File: config.mk
export PLATFORM = sky130hd
export DESIGN_NAME = pkt_ingress_sequencer_flat
export DESIGN_NICKNAME = d
export VERILOG_FILES = /design/src/rtl/pkt_ingress_sequencer_if.sv /design/src/rtl/pkt_ingress_sequencer.sv /design/src/flat_wrapper.sv
export SDC_FILE = /design/constraint.sdc
export NUM_CORES = 1
export LEC_CHECK = 0
export ABC_AREA = 1
export CORE_MARGIN = 2
export CORE_UTILIZATION = 42
export CTS_BUF_LIST = sky130_fd_sc_hd__clkbuf_4 sky130_fd_sc_hd__clkbuf_8 sky130_fd_sc_hd__clkbuf_16
export DETAILED_ROUTE_END_ITERATION = 6
export PLACE_DENSITY = 0.78
export SLEW_MARGIN = 20
export SYNTH_ARGS = -nofsm -noshare
export SYNTH_HDL_FRONTEND = slang
export SYNTH_SLANG_ARGS = --single-unit
File: constraint.sdc
create_clock -name clk -period 2.35 [get_ports clk]
set_clock_uncertainty 0.2 [all_clocks]
set_input_delay 0.235 -clock clk [delete_from_list [all_inputs] [get_ports clk]]
set_output_delay 0.235 -clock clk [all_outputs]
set_load 0.02 [all_outputs]
File: src/rtl/pkt_ingress_sequencer_if.sv
// Upstream packet stream into pkt_ingress_sequencer.
// The master drives words and framing; the slave (the sequencer) returns s_ready.
interface pkt_ingress_sequencer_if #(
    parameter int data_width = 64
);
    logic [data_width-1:0] s_data;
    logic                  s_valid;
    logic                  s_sop;
    logic                  s_eop;
    logic [2:0]            s_empty;
    logic                  s_ready;

    modport master (
        output s_data, s_valid, s_sop, s_eop, s_empty,
        input  s_ready
    );

    modport slave (
        input  s_data, s_valid, s_sop, s_eop, s_empty,
        output s_ready
    );
endinterface

File: src/rtl/pkt_ingress_sequencer.sv
// Packet ingress sequencer: assigns each incoming packet to the next packet RAM
// slot in strict order, streams its words out with one cycle of latency,
// commits the byte length on eop and aborts on gaps, over-long packets or an
// unexpected sop. Slots stay busy from commit until downstream releases them.
//
// Optional feature: define ING_ABORT_CNT_EN to add a saturating abort counter
// on abort_cnt_out; without it the port is tied to zero.
module pkt_ingress_sequencer #(
    parameter int data_width = 64,
    parameter int ram_array  = 8,
    parameter int max_words  = 128
) (
    input  logic                    clk,
    input  logic                    reset,
    pkt_ingress_sequencer_if.slave  up,
    input  logic                    release_in,
    input  logic [2:0]              release_seq_in,
    output logic [data_width-1:0]   data_out,
    output logic                    data_valid_out,
    output logic [2:0]              pack_seq_out,
    output logic [9:0]              data_length_out,
    output logic                    pack_done_out,
    output logic                    pack_err_out,
    output logic [ram_array-1:0]    slot_busy_out,
    output logic [15:0]             abort_cnt_out
);

    localparam int cnt_w = $clog2(max_words + 1);
    localparam logic [cnt_w-1:0] max_cnt = cnt_w'(max_words);

    typedef enum logic [1:0] {
        IDLE,
        PKT,
        DROP
    } state_t;

    state_t                 state_q;
    logic [2:0]             next_seq_q;
    logic [2:0]             pack_seq_q;
    logic [cnt_w-1:0]       word_cnt_q;
    logic [ram_array-1:0]   slot_busy_q;
    logic [data_width-1:0]  data_q;
    logic                   data_valid_q;
    logic [9:0]             length_q;
    logic                   pack_done_q;
    logic                   pack_err_q;

    logic                   slot_free;
    logic                   s_ready_w;
    logic                   accept;
    logic                   fwd;
    logic                   commit;
    logic                   abort;
    logic [9:0]             words_d;
    logic [9:0]             len_d;
    logic [ram_array-1:0]   busy_d;

    assign slot_free  = ~slot_busy_q[next_seq_q];
    assign accept     = up.s_valid & s_ready_w;
    assign up.s_ready = s_ready_w;

    // Decode this cycle's event: forward a word, commit, or abort the packet.
    always_comb begin
        // NOTE: every signal gets a default before the case so no path infers a latch.
        s_ready_w = 1'b1;
        fwd       = 1'b0;
        commit    = 1'b0;
        abort     = 1'b0;
        case (state_q)
            IDLE: begin
                // A busy next slot stalls the stream; it is never skipped.
                s_ready_w = slot_free;
                if (up.s_valid && slot_free && up.s_sop) begin
                    fwd    = 1'b1;
                    commit = up.s_eop;
                end
            end
            PKT: begin
                if (!up.s_valid || up.s_sop || (word_cnt_q >= max_cnt)) begin
                    abort = 1'b1;
                end else begin
                    fwd    = 1'b1;
                    commit = up.s_eop;
                end
            end
            DROP: begin
                // A fresh sop restarts a packet only if its slot is free.
                if (up.s_valid && up.s_sop && slot_free) begin
                    fwd    = 1'b1;
                    commit = up.s_eop;
                end
            end
            default: ;
        endcase
    end

    // Byte length of the committing packet, including the eop word, in 10 bits.
    always_comb begin
        words_d = 10'(word_cnt_q) + 10'd1;
        len_d   = (words_d << 3) - 10'(up.s_empty);
    end

    // Next busy bitmap: release and commit always target different slots.
    always_comb begin
        busy_d = slot_busy_q;
        if (release_in) begin
            busy_d[release_seq_in] = 1'b0;
        end
        if (commit) begin
            busy_d[next_seq_q] = 1'b1;
        end
    end

    // Sequencer FSM with registered write port, status pulses and slot state.
    always_ff @(posedge clk) begin
        if (reset) begin
            state_q      <= IDLE;
            next_seq_q   <= 3'd0;
            pack_seq_q   <= 3'd0;
            word_cnt_q   <= '0;
            slot_busy_q  <= '0;
            data_q       <= '0;
            data_valid_q <= 1'b0;
            length_q     <= 10'd0;
            pack_done_q  <= 1'b0;
            pack_err_q   <= 1'b0;
        end else begin
            // NOTE: non-blocking assignments so every register samples pre-edge values.
            data_valid_q <= fwd;
            pack_done_q  <= commit;
            pack_err_q   <= abort;
            slot_busy_q  <= busy_d;
            // One cycle behind next_seq so the eop word still carries its own slot.
            pack_seq_q   <= next_seq_q;
            if (fwd) begin
                data_q <= up.s_data;
            end
            if (commit) begin
                length_q   <= len_d;
                next_seq_q <= next_seq_q + 3'd1;
            end
            // The count is zero whenever no packet is open, so a start lands on 1.
            if (fwd && !commit) begin
                word_cnt_q <= word_cnt_q + cnt_w'(1);
            end else begin
                word_cnt_q <= '0;
            end
            case (state_q)
                IDLE: begin
                    if (fwd && !commit) begin
                        state_q <= PKT;
                    end
                end
                PKT: begin
                    if (commit) begin
                        state_q <= IDLE;
                    end else if (abort) begin
                        // An offending eop word closes the packet already.
                        state_q <= (up.s_valid && up.s_eop) ? IDLE : DROP;
                    end
                end
                DROP: begin
                    if (accept) begin
                        if (fwd) begin
                            state_q <= commit ? IDLE : PKT;
                        end else if (up.s_sop || up.s_eop) begin
                            state_q <= IDLE;
                        end
                    end
                end
                default: state_q <= IDLE;
            endcase
        end
    end

`ifdef ING_ABORT_CNT_EN
    logic [15:0] abort_cnt_q;

    // Saturating count of aborted packets.
    always_ff @(posedge clk) begin
        if (reset) begin
            abort_cnt_q <= 16'd0;
        end else if (abort && (abort_cnt_q != 16'hFFFF)) begin
            abort_cnt_q <= abort_cnt_q + 16'd1;
        end
    end

    assign abort_cnt_out = abort_cnt_q;
`else
    assign abort_cnt_out = 16'd0;
`endif

    assign data_out        = data_q;
    assign data_valid_out  = data_valid_q;
    assign pack_seq_out    = pack_seq_q;
    assign data_length_out = length_q;
    assign pack_done_out   = pack_done_q;
    assign pack_err_out    = pack_err_q;
    assign slot_busy_out   = slot_busy_q;

endmodule

File: src/flat_wrapper.sv
// flat-port wrapper written by rule: the top's interface ports become plain ports
module pkt_ingress_sequencer_flat 
#(
    parameter int data_width = 64,
    parameter int ram_array  = 8,
    parameter int max_words  = 128
)
  (clk, reset, release_in, release_seq_in, data_out, data_valid_out, pack_seq_out, data_length_out, pack_done_out, pack_err_out, slot_busy_out, abort_cnt_out, up_s_data, up_s_valid, up_s_sop, up_s_eop, up_s_empty, up_s_ready);
  pkt_ingress_sequencer_if #(.data_width(data_width)) up_i ();
  input  logic clk;
  input  logic reset;
  input  logic release_in;
  input  logic [2:0] release_seq_in;
  output logic [data_width-1:0] data_out;
  output logic data_valid_out;
  output logic [2:0] pack_seq_out;
  output logic [9:0] data_length_out;
  output logic pack_done_out;
  output logic pack_err_out;
  output logic [ram_array-1:0] slot_busy_out;
  output logic [15:0] abort_cnt_out;
  input wire logic [$bits(up_i.s_data)-1:0] up_s_data;
  input wire logic [$bits(up_i.s_valid)-1:0] up_s_valid;
  input wire logic [$bits(up_i.s_sop)-1:0] up_s_sop;
  input wire logic [$bits(up_i.s_eop)-1:0] up_s_eop;
  input wire logic [$bits(up_i.s_empty)-1:0] up_s_empty;
  output wire logic [$bits(up_i.s_ready)-1:0] up_s_ready;
  assign up_i.s_data = up_s_data;
  assign up_i.s_valid = up_s_valid;
  assign up_i.s_sop = up_s_sop;
  assign up_i.s_eop = up_s_eop;
  assign up_i.s_empty = up_s_empty;
  assign up_s_ready = up_i.s_ready;
  pkt_ingress_sequencer #(.data_width(data_width), .ram_array(ram_array), .max_words(max_words)) u_core (.clk(clk), .reset(reset), .up(up_i), .release_in(release_in), .release_seq_in(release_seq_in), .data_out(data_out), .data_valid_out(data_valid_out), .pack_seq_out(pack_seq_out), .data_length_out(data_length_out), .pack_done_out(pack_done_out), .pack_err_out(pack_err_out), .slot_busy_out(slot_busy_out), .abort_cnt_out(abort_cnt_out));
endmodule
# Word level (Yosys, flattened, before mapping)
# Cells that the tools add are included.
[op_classes]
bitwise_logic = 6
add_sub_neg = 4
order_cmp = 5
muxes = 28
eq_ne = 6
n_reduce_logical = 16
[op_table]
columns = ["operator", "count"]
rows = [
  ["8-bit two-way mux", 2],
  ["2-bit two-way mux", 7],
  ["1-bit two-way mux", 13],
  ["10-bit by 3-bit subtractor with 10-bit output", 1],
  ["8-bit by 1-bit adder with 8-bit output, second input constant", 1],
  ["8-bit bitwise AND", 1],
  ["8-bit greater-or-equal comparator, second input constant", 1],
  ["1-bit logical AND", 8],
  ["3-bit by 4-bit < comparator with 1-bit output, second input constant", 2],
  ["8-bit NOT", 1],
  ["8-bit OR", 1],
  ["7-bit by 1-bit adder with 7-bit output, second input constant", 1],
  ["1-bit demux with 3-bit select", 2],
  ["3-bit by 1-bit greater-or-equal comparator with 1-bit output, second input constant", 2],
  ["3-bit by 1-bit inequality test with 1-bit output, second input constant", 2],
  ["1-bit case mux with 3 select lines", 2],
  ["2-bit case mux with 3 select lines", 1],
  ["2-bit by 1-bit inequality test with 1-bit output, second input constant", 2],
  ["4-bit AND reduction", 1],
  ["3-bit by 1-bit adder with 3-bit output, second input constant", 1],
  ["1-bit binary-select mux with 3-bit select", 1],
  ["1-bit logical OR", 3],
  ["2-bit by 1-bit equality test with 1-bit output, second input constant", 1],
  ["2-bit equality test, second input constant", 1],
  ["5 further kinds", 7],
]
[word_totals]
ff_bits = 101
input_bits = 76
wordCells = 75
out_inout_bits = 105

# Depth between registers and ports, before layout
[logic_depth]
word_depth = 11
depth_mapped = 14
mapped_depth_nobuf = 14

# Worst setup path after synthesis
# OpenSTA, ideal clock, no wires.
[synth_timing]
path_type = "register to register"
start = "register u_core.word_cnt_q[0]"
end = "register u_core.length_q[8], in the netlist u_core.data_length_out[8]"
t_arrival_ns = 1.581
path_slack_ns = 0.437
stages_incl_launch_ff = 8
setup_ns = 0.132
period_less_slack_ns = 1.913
t_required_ns = 2.018
path_buffers = 0
path_cell_list = "dfxtp_1 > ha_1 > nand2_1 > o21ai_0 > nand3_1 > or2_2 > nand3_1 > a21oi_1"
[synth_between]
elab_chain_len = 4
elab_cells_between_ends = 6
classes_between = "2 x add/sub; 1 x order compare; 2 x mux; 1 x reduce/logical"
[synth_rtl]
columns = ["item", "line", "source"]
rows = [
  ["from (decl)", "pkt_ingress_sequencer.sv:40", "logic [cnt_w-1:0] word_cnt_q;"],
  ["from (signal assigned)", "pkt_ingress_sequencer.sv:144", "word_cnt_q <= word_cnt_q + cnt_w'(1);"],
  ["parallel branches: the longest is 4 deep, another holds 10-bit by 3-bit subtractor with 10-bit output", "n/a", ""],
  ["to (signal assigned)", "pkt_ingress_sequencer.sv:139", "length_q <= len_d;"],
  ["to (decl)", "pkt_ingress_sequencer.sv:44", "logic [9:0] length_q;"],
]
# Several ways; the timed one is not identified.
# A chain may end at the register's enable or synchronous reset.

# Worst setup path in the final report
[layout_timing]
start = "register u_core.next_seq_q[0]"
end = "output port up_s_ready"
[layout_between]
elab_chain_len = 4
[layout_rtl]
columns = ["item", "line", "source"]
rows = [
  ["from (decl)", "pkt_ingress_sequencer.sv:38", "logic [2:0] next_seq_q;"],
  ["from (signal assigned)", "pkt_ingress_sequencer.sv:140", "next_seq_q <= next_seq_q + 3'd1;"],
  ["1-bit binary-select mux with 3-bit select", "pkt_ingress_sequencer.sv:58", "assign slot_free = ~slot_busy_q[next_seq_q];"],
  ["1-bit two-way mux (not written as such)", "pkt_ingress_sequencer.sv:58", ""],
  ["1-bit NOT", "pkt_ingress_sequencer.sv:58", ""],
  ["1-bit two-way mux", "pkt_ingress_sequencer.sv:69", "case (state_q)"],
  ["to (decl)", "flat_wrapper.sv:27", "output wire logic [$bits(up_i.s_ready)-1:0] up_s_ready;"],
]
# No other way between the ends. The select of a mux whose other input is x is not followed.

==> impl_metrics.yaml <==
routing:
  via_per_inst: 4.70
  finalWirelength_um: 11000
  dr.pass1.iters: 4
  wl_per_cell_um: 13.3
  antenna_left: 0
  drc_errors: 0
  vias: 3885
  drt_iter0_markers: 124
worst_setup_path:
  path_class: "reg -> out"
  cp-startpoint: "u_core.next_seq_q[0]$_SDFFE_PP0N_"
  required_ps: 1910
  critPathLaunchType: "flip-flop"
  reg2reg_depth: 9
  worstSetupEndpointType: "output port"
  cp.arrival_ps: 1670
  crit-reg2reg-launch: "u_core.word_cnt_q[0]$_SDFF_PP0_"
  critPathMaxFanout: 7
sta:
  drv_slew: 0
  fmax_ghz: 0.476
  min_period_ps: 2100
  period_share_pct: 89.4
  rsz0062_at_grt: "no"
  setup_violations: 0
  finalSetupTns_ps: 0
  hold_violations: 0
placement:
  gp_routability_congestion: 0.839
  dp_hpwl_um: 7960
  port_buffers: 164
  placed_area_sq_um: 5710
cells_and_area:
  postLayoutCoreUtil_pct: 63.6
  multi_input_area_sq_um: 1650
  areaGrowthSynthToFinish_pct: 46.8
  drive_above_1_share_pct: 4.88
  nFillCells: 825
  diodes: 0
  finalInstanceArea_sq_um: 5910
  regArea_sq_um: 2020
  layout.nets: 773
outcome:
  status: "finished clean"
die:
  die-area_sq_um: 10400
  start_util_pct: 43.3
  fp.dieW_um: 102
  core_sq_um: 9280
  ioPinCount: 181
  row_count: 35
  die_h_um: 102
flow_run:
  drv_cap: 0
cts:
  clock-sinks: 101
  h-tree-depth: 3
  cts.clk_slew.worst_paths_ps: 110
  cts_tree: "done"
  cts_setup_buffers: 0
  clkLatencyLatePin_ps: 350
  cts_buffers: 9
  cts_hold_buffers: 0
  clockBufferDepth: 2
  cts-root-buf: "clkbuf_8"
  cts_resized: 1
synthesis:
  synth.avg_cell_area_sq_um: 7.49
  syn_inst: 537
  synth_flop_cell: "dfxtp_1"
  ys_seq_elements: 101
  ys_seq_area_share_pct: 50.2
  synth_area_sq_um: 4020
  yosys_warnings: 0
  ys_types: 27
  synth_edf_count: 0
  async_flop_share_pct: 0
grt:
  antenna_found_initial: 0
  grt-ovfl-total: 0
  grtUsageTotal_pct: 21.1
  grt_max_degree: 65
  grt_pass1_vias: 3724
  grt_pass1_wl_um: 17400
min_path:
  worstHoldPathCells: 3
  holdCritStartpoint: "up_s_data[60]"
  min_path_type: "in -> reg"
power_and_ir_drop:
  p_leak_uw: 0.00244
  power.density_nw_per_um2: 646
  peakVddDrop_v: 0.000459
  total_power_uw: 3820
path summary, 6_finish.rpt:
path	end	slack, ps
min reg2reg	u_core.data_length_out[2]$_SDFFE_PP0N_	280
max	up_s_ready	250
max reg2reg	u_core.data_length_out[8]$_SDFFE_PP0N_	270
min	u_core.data_out[60]$_SDFFE_PP0N_	250
power by group:
part / switching (uW) / leakage [uW] / internal (uW) / total [uW]
Sequential: 62.9 / 0.000827 / 1830 / 1890
Combinational: 429 / 0.00152 / 379 / 808
Clock: 605 / 0.0000929 / 512 / 1120
Total: 1100 / 0.00244 / 2720 / 3820
critical path: stages, from the launching register on:
cell           delay [ps]
dfxtp_1               460
inv_2                 100
nand2_1                70
nand2_1                40
nand2_1                50
nand2_1                70
o21ai_0               170
dlygate4sd2_1         350
logic make-up after synthesis:
group	share of synthesized area, %
adder cells (fa/ha/maj)	1.55
XOR/XNOR	1.74
flip-flops	50.2
other	0.0932
AND/OR/NAND/NOR	23.0
buffers and inverters	10.2
AO/OA/AOI/OAI	13.2
state kept, by name, summed over array words and instances, names as in the netlist, 2 cells and up:
name                    flops
u_core.state_q              2
u_core.next_seq_q           3
u_core.pack_seq_out         3
u_core.data_out            64
u_core.data_length_out     10
u_core.word_cnt_q           8
u_core.slot_busy_out        8
synth_stat cells (2+ instances only):
cell type,instances,share of area [%]
clkbuf_1,10,0.93
dfxtp_1,101,50
inv_1,39,3.6
xnor2_1,3,0.65
or2_2,2,0.31
nor3_1,3,0.37
o21ai_0,73,9.1
nor2_2,2,0.31
a21oi_1,13,1.6
buf_4,19,3.5
inv_2,4,0.37
nand2_1,36,3.4
buf_2,13,1.6
nand2_2,2,0.31
nor2_1,162,15
xor2_1,5,1.1
nand4_1,3,0.47
ha_1,5,1.6
nand3_1,18,2.2
o21ai_1,17,2.1
routing by layer:
metal,track usage [%],share of wire (%)
met3,8.89,9.1
met1,24.8,41
met5,0,0
met4,5.33,1.3
met2,35.6,48
cell usage in the layout, fill, tap and decap left out, types with 2 or more instances in the layout:
cell type	n
clkdlybuf4s50_1	163
nor2_1	162
dfxtp_1	101
o21ai_0	73
inv_1	38
nand2_1	36
nand3_1	18
o21ai_1	17
conb_1	16
a21oi_1	13
clkbuf_8	9
buf_4	7
xor2_1	5
ha_1	5
inv_2	4
nor3_1	3
nand4_1	3
xnor2_1	3
clkinvlp_4	3
nor2_2	2
nand2_2	2
or2_2	2
inv_6	2
cell type report:
type	instances	share of cell area [%]
clock inverter	6	1.19
timing repair buffer	172	29.0
inverter	43	2.73
multi-input combinational	365	27.9
sequential	101	34.2
tap	129	2.73
clock buffer	10	2.22
through the flow:
step                setup slack [ps]  std cells  hold slack (ps)
floorplan                        437        552              170
global placement                 214        810              255
detailed placement               151        810              261
CTS                              230        826              237
global route                    88.4        826              238
finish                           250        826              249
(Power assumes the default switching activity.)
